File: src/rtl/saturating_counter_bank.sv
// Bank of independent up/down counters clamped to [COUNT_MIN, COUNT_MAX] with load and bound flags.
// Define SATURATING_COUNTER_BANK_STICKY_FLAGS_EN to add sticky overflow/underflow flags.
module saturating_counter_bank #(
    parameter int unsigned CHANNELS    = 4,
    parameter int unsigned COUNT_WIDTH = 4,
    parameter int unsigned STEP_WIDTH  = 2,
    parameter int unsigned COUNT_MIN   = 0,
    parameter int unsigned COUNT_MAX   = 2 ** COUNT_WIDTH - 1,
    parameter int unsigned RESET_VALUE = 0
) (
    input  logic                            clock,
    input  logic                            resetn,
    input  logic [CHANNELS-1:0]             increment,
    input  logic [CHANNELS-1:0]             decrement,
    input  logic [CHANNELS*STEP_WIDTH-1:0]  step,
    input  logic [CHANNELS-1:0]             load,
    input  logic [CHANNELS*COUNT_WIDTH-1:0] load_value,
    output logic [CHANNELS*COUNT_WIDTH-1:0] count,
    output logic [CHANNELS-1:0]             is_min,
    output logic [CHANNELS-1:0]             is_max
`ifdef SATURATING_COUNTER_BANK_STICKY_FLAGS_EN
    ,
    output logic [CHANNELS-1:0]             overflow,
    output logic [CHANNELS-1:0]             underflow,
    input  logic [CHANNELS-1:0]             clear_flags
`endif
);

    // Signed working width: wide enough that count +/- step never wraps before clamping.
    localparam int unsigned AW = ((COUNT_WIDTH > STEP_WIDTH) ? COUNT_WIDTH : STEP_WIDTH) + 2;

    localparam logic signed [AW-1:0]   MinS = AW'(COUNT_MIN);
    localparam logic signed [AW-1:0]   MaxS = AW'(COUNT_MAX);
    localparam logic [COUNT_WIDTH-1:0] MinC = COUNT_WIDTH'(COUNT_MIN);
    localparam logic [COUNT_WIDTH-1:0] MaxC = COUNT_WIDTH'(COUNT_MAX);
    localparam logic [COUNT_WIDTH-1:0] RstC = COUNT_WIDTH'(RESET_VALUE);

    if (COUNT_MAX >= 2 ** COUNT_WIDTH || COUNT_MIN > COUNT_MAX ||
        RESET_VALUE < COUNT_MIN || RESET_VALUE > COUNT_MAX) begin : g_param_err
        $error("saturating_counter_bank: illegal COUNT_MIN/COUNT_MAX/RESET_VALUE");
    end

    for (genvar i = 0; i < CHANNELS; i++) begin : g_chan
        logic [COUNT_WIDTH-1:0] cnt_q, cnt_d;
        logic signed [AW-1:0]   cur, stp, ldv, sum, diff;

        assign cur  = AW'(cnt_q);
        assign stp  = AW'(step[i*STEP_WIDTH +: STEP_WIDTH]);
        assign ldv  = AW'(load_value[i*COUNT_WIDTH +: COUNT_WIDTH]);
        assign sum  = cur + stp;
        assign diff = cur - stp;

        // Load beats everything; coincident increment and decrement cancel.
        always_comb begin
            cnt_d = cnt_q;
            if (load[i]) begin
                if (ldv > MaxS) begin
                    cnt_d = MaxC;
                end else if (ldv < MinS) begin
                    cnt_d = MinC;
                end else begin
                    cnt_d = ldv[COUNT_WIDTH-1:0];
                end
            end else if (increment[i] && !decrement[i]) begin
                cnt_d = (sum > MaxS) ? MaxC : sum[COUNT_WIDTH-1:0];
            end else if (decrement[i] && !increment[i]) begin
                cnt_d = (diff < MinS) ? MinC : diff[COUNT_WIDTH-1:0];
            end
        end

        always_ff @(posedge clock or negedge resetn) begin
            if (!resetn) begin
                cnt_q <= RstC;
            end else begin
                cnt_q <= cnt_d;
            end
        end

        assign count[i*COUNT_WIDTH +: COUNT_WIDTH] = cnt_q;
        assign is_min[i] = (cnt_q == MinC);
        assign is_max[i] = (cnt_q == MaxC);

`ifdef SATURATING_COUNTER_BANK_STICKY_FLAGS_EN
        logic ovf_q, unf_q, ovf_set, unf_set;

        assign ovf_set = increment[i] && !decrement[i] && !load[i] && (sum > MaxS);
        assign unf_set = decrement[i] && !increment[i] && !load[i] && (diff < MinS);

        // Set wins over a same-cycle clear.
        always_ff @(posedge clock or negedge resetn) begin
            if (!resetn) begin
                ovf_q <= 1'b0;
                unf_q <= 1'b0;
            end else begin
                ovf_q <= ovf_set | (ovf_q & ~clear_flags[i]);
                unf_q <= unf_set | (unf_q & ~clear_flags[i]);
            end
        end

        assign overflow[i]  = ovf_q;
        assign underflow[i] = unf_q;
`endif
    end

endmodule

File: config.mk
export PLATFORM = sky130hd
export DESIGN_NAME = saturating_counter_bank
export DESIGN_NICKNAME = d
export VERILOG_FILES = /design/src/rtl/saturating_counter_bank.sv
export SDC_FILE = /design/constraint.sdc
export NUM_CORES = 1
export LEC_CHECK = 0
export CORE_MARGIN = 4
export CORE_UTILIZATION = 35
export CTS_BUF_LIST = sky130_fd_sc_hd__clkbuf_16
export CTS_CLUSTER_SIZE = 14
export DETAILED_ROUTE_END_ITERATION = 16
export PLACE_DENSITY = 0.62
export SLEW_MARGIN = 10
export SYNTH_ARGS = -nofsm -noshare
export SYNTH_HDL_FRONTEND = slang
export SYNTH_SLANG_ARGS = --single-unit
File: constraint.sdc
create_clock -name clock -period 2.6 [get_ports clock]
set_clock_uncertainty 0.15 [all_clocks]
set_input_delay 0.65 -clock clock [delete_from_list [all_inputs] [get_ports clock]]
set_output_delay 0.65 -clock clock [all_outputs]
set_load 0.03 [all_outputs]
==> flow_summary.yaml <==
outcome:
  outcome: "finished, final reports clean"
timing:
  fmax_mhz: 400
  min_period_ps: 2500
  rsz0062_at_grt: "false"
  finalCritPeriodShare_pct: 96.1
  worst_pin_slew_ps: 355
  hold_viol: 0
  slew_violations: 0
  fin_setup_tns_ps: 0
  setup_ws_ps: 100
  setup_viol: 0
  slew_headroom_pct: 76.2
floorplanning:
  die_x_um: 81.9
  core_area_mm2: 0.00520
  dieArea_mm2: 0.00671
  rows: 26
  pin_count: 62
  start_util_pct: 36.7
  die_h_um: 81.9
detailed_routing:
  drt_iter0_markers: 114
  drt-total-wl_mm: 5.02
  routedLengthMet1_mm: 2.26
  wl_met2_mm: 2.39
  wire_per_inst_um: 13.5
  post_drt_via_cell_ratio: 5.22
  route.detailed.drc: 0
  firstDrtPassIters: 5
  highest_layer: "met4"
  drtAntennaViolNets: 0
  vias: 1946
  routed-wl-met3_um: 297
grt:
  antenna_found_initial: 0
  track_usage_pct: 15.5
  grt_pass1_vias: 1819
  grt_max_degree: 17
  grt_remaining_overflow: 0
  grt_pass1_wl_mm: 8.25
clock_tree:
  cts_made_buffers: 3
  ctsHoldBuffers: 0
  clk_pin_slew_ps: 50
  clk_path_buf_depth: 2
  post_cts_buffers: 0
  cts_tree: "built"
  clock_sinks: 16
  clk_latency_ps: 250
  cts_root_buffer: "clkbuf_16"
  h-tree-depth: 1
synth:
  ys_warn_count: 0
  netlist_area_mm2: 0.00191
  synth_seq_area_share_pct: 21.0
  syn_inst: 230
  async_flop_share_pct: 100
  syn_area_per_cell_um2: 8.31
  ys_types: 49
  syn-num-nets: 292
  synth_edf_count: 0
  ys.flop_type: "dfrtp_1"
  ys_ff_latch: 16
layout:
  drive_above_1_share_pct: 10.6
  largest_reg_flops: 16
  antenna_cells: 0
  final_common_cell: "clkdlybuf4s50_1"
  fin_nets: 366
  design_area_mm2: 0.00277
  regMostFlops: "g_chan.cnt_q"
  areaGrowthSynthToFinish_pct: 45.0
  biggestRegsByFlops: "g_chan.cnt_q (16)"
  post-route-util_pct: 53.2
  layout_common_cells: "54 x clkdlybuf4s50_1, 25 x nand2_1, 23 x inv_1"
power:
  clockPowerShare_pct: 23.0
  combPwrFrac_pct: 52.0
  p_seq_share_pct: 24.9
  swShare_pct: 38.7
  switching_power_uw: 520
  ir_worst_vdd_uv: 340
  intPower_uw: 824
  leakagePower_uw: 0.00128
  power_density_mw_per_mm2: 485
critical_path:
  startpoint_type: "input pin"
  criticalPathCategory: "in -> reg"
  arrival_ps: 2480
  end_kind: "register"
  crit_required_ps: 2580
  cp_max_fo: 3
place:
  placed_area_mm2: 0.00268
  dp_slack_ps: -156
  hpwl_mm: 4.09
  place_congestion: 0.843
  io_buffers: 61
min_path:
  hp-class: "reg -> reg"
job:
  max_cap_violations: 0
-- worst paths after layout --
| kind | start | to | slack [ps] | cells after the start |
|---|---|---|---|---|
| max in group asynchronous | resetn | g_chan[1].cnt_q[1] | 1530 | 2 |
| hold reg to reg | g_chan[1].cnt_q[1] | g_chan[1].cnt_q[1] | 520 | 2 |
| min in group asynchronous | resetn | g_chan[0].cnt_q[3] | 580 | 2 |
| hold / removal | g_chan[1].cnt_q[1] | g_chan[1].cnt_q[1] | 520 | 2 |
| setup / recovery | step[2] | g_chan[1].cnt_q[3] | 100 | 9 |
| setup reg to reg | g_chan[1].cnt_q[0] | g_chan[1].cnt_q[1] | 480 | 8 |
-- what timing repair did --
item	4_1_cts	5_1_grt
pin swaps	0	0
gates resized for setup	2	7
endpoints found under the setup margin	2	7
hold endpoints to repair	0	0
-- power groups by stage --
stage | Combinational, µW | Clock, µW | Sequential, µW
after floorplan | 360 | 0 | 396
after global placement | 694 | 0 | 340
after detailed placement | 694 | 0 | 340
after CTS | 698 | 318 | 336
after global routing | 772 | 331 | 344
final | 699 | 310 | 335
-- logic make-up after synthesis --
family / count (synthesis) / share of synthesized area (%)
AND/OR/NAND/NOR: 77 / 21.9
flip-flops: 16 / 21.0
multiplexers: 6 / 3.86
AO/OA/AOI/OAI: 71 / 25.1
XOR/XNOR: 1 / 0.458
adder cells (fa/ha/maj): 24 / 18.9
buffers and inverters: 35 / 8.84
-- critical path, stage by stage --
cell and delay (ps):
clkdlybuf4s50_1 440, ha_1 240, fa_1 380, buf_4 150
inv_1 60, nand2_1 50, mux2i_1 150, o211ai_1 100
a32o_1 270
-- cell type report --
class	instances	area [µm²]
clock buffers	3	75.1
well taps	70	87.6
multi-input cells	179	1350
clock inverters	1	3.75
flip-flops and latches	16	400
inverters	23	86.3
repair buffers	81	771
fillers	489	2430
-- metal layers --
| metal | track usage (%) | vias up |
|---|---|---|
| met2 | 25.7 | 70 |
| met3 | 3.29 | 8 |
| met5 | 0 | - |
| li1 | - | 969 |
| met4 | 2.99 | 0 |
| met1 | 20.8 | 899 |
-- through the flow --
stage | hold slack [ps] | instances | power, µW
detailed placement | 518 | 369 | 1030
CTS | 529 | 373 | 1350
global route | 562 | 373 | 1450
floorplan | 204 | 230 | 756
global placement | 464 | 369 | 1030
finish | 518 | 373 | 1340
-- synthesized netlist by cell type, types with 3 or more instances --
master / count / share of area [%]
buf_2: 5 / 1.3
fa_1: 8 / 8.4
nand3b_1: 3 / 1.2
a21o_1: 4 / 1.6
o211ai_1: 3 / 1.2
nand2b_1: 9 / 2.9
dfrtp_1: 16 / 21
a21oi_1: 8 / 2.1
a211oi_1: 9 / 3.5
nor2b_1: 8 / 2.6
nor2_1: 7 / 1.4
mux2i_1: 4 / 2.1
inv_1: 23 / 4.5
o22ai_1: 3 / 0.98
nor3b_1: 3 / 1.2
nor4_1: 4 / 1.3
o21ai_0: 19 / 5.0
a31oi_1: 3 / 0.98
nand3_1: 4 / 1.0
nand2_1: 25 / 4.9
buf_6: 3 / 1.8
ha_1: 16 / 10
a32o_1: 3 / 1.6
nor3_1: 8 / 2.1
Note: power is estimated with default switching activity, not from simulation.
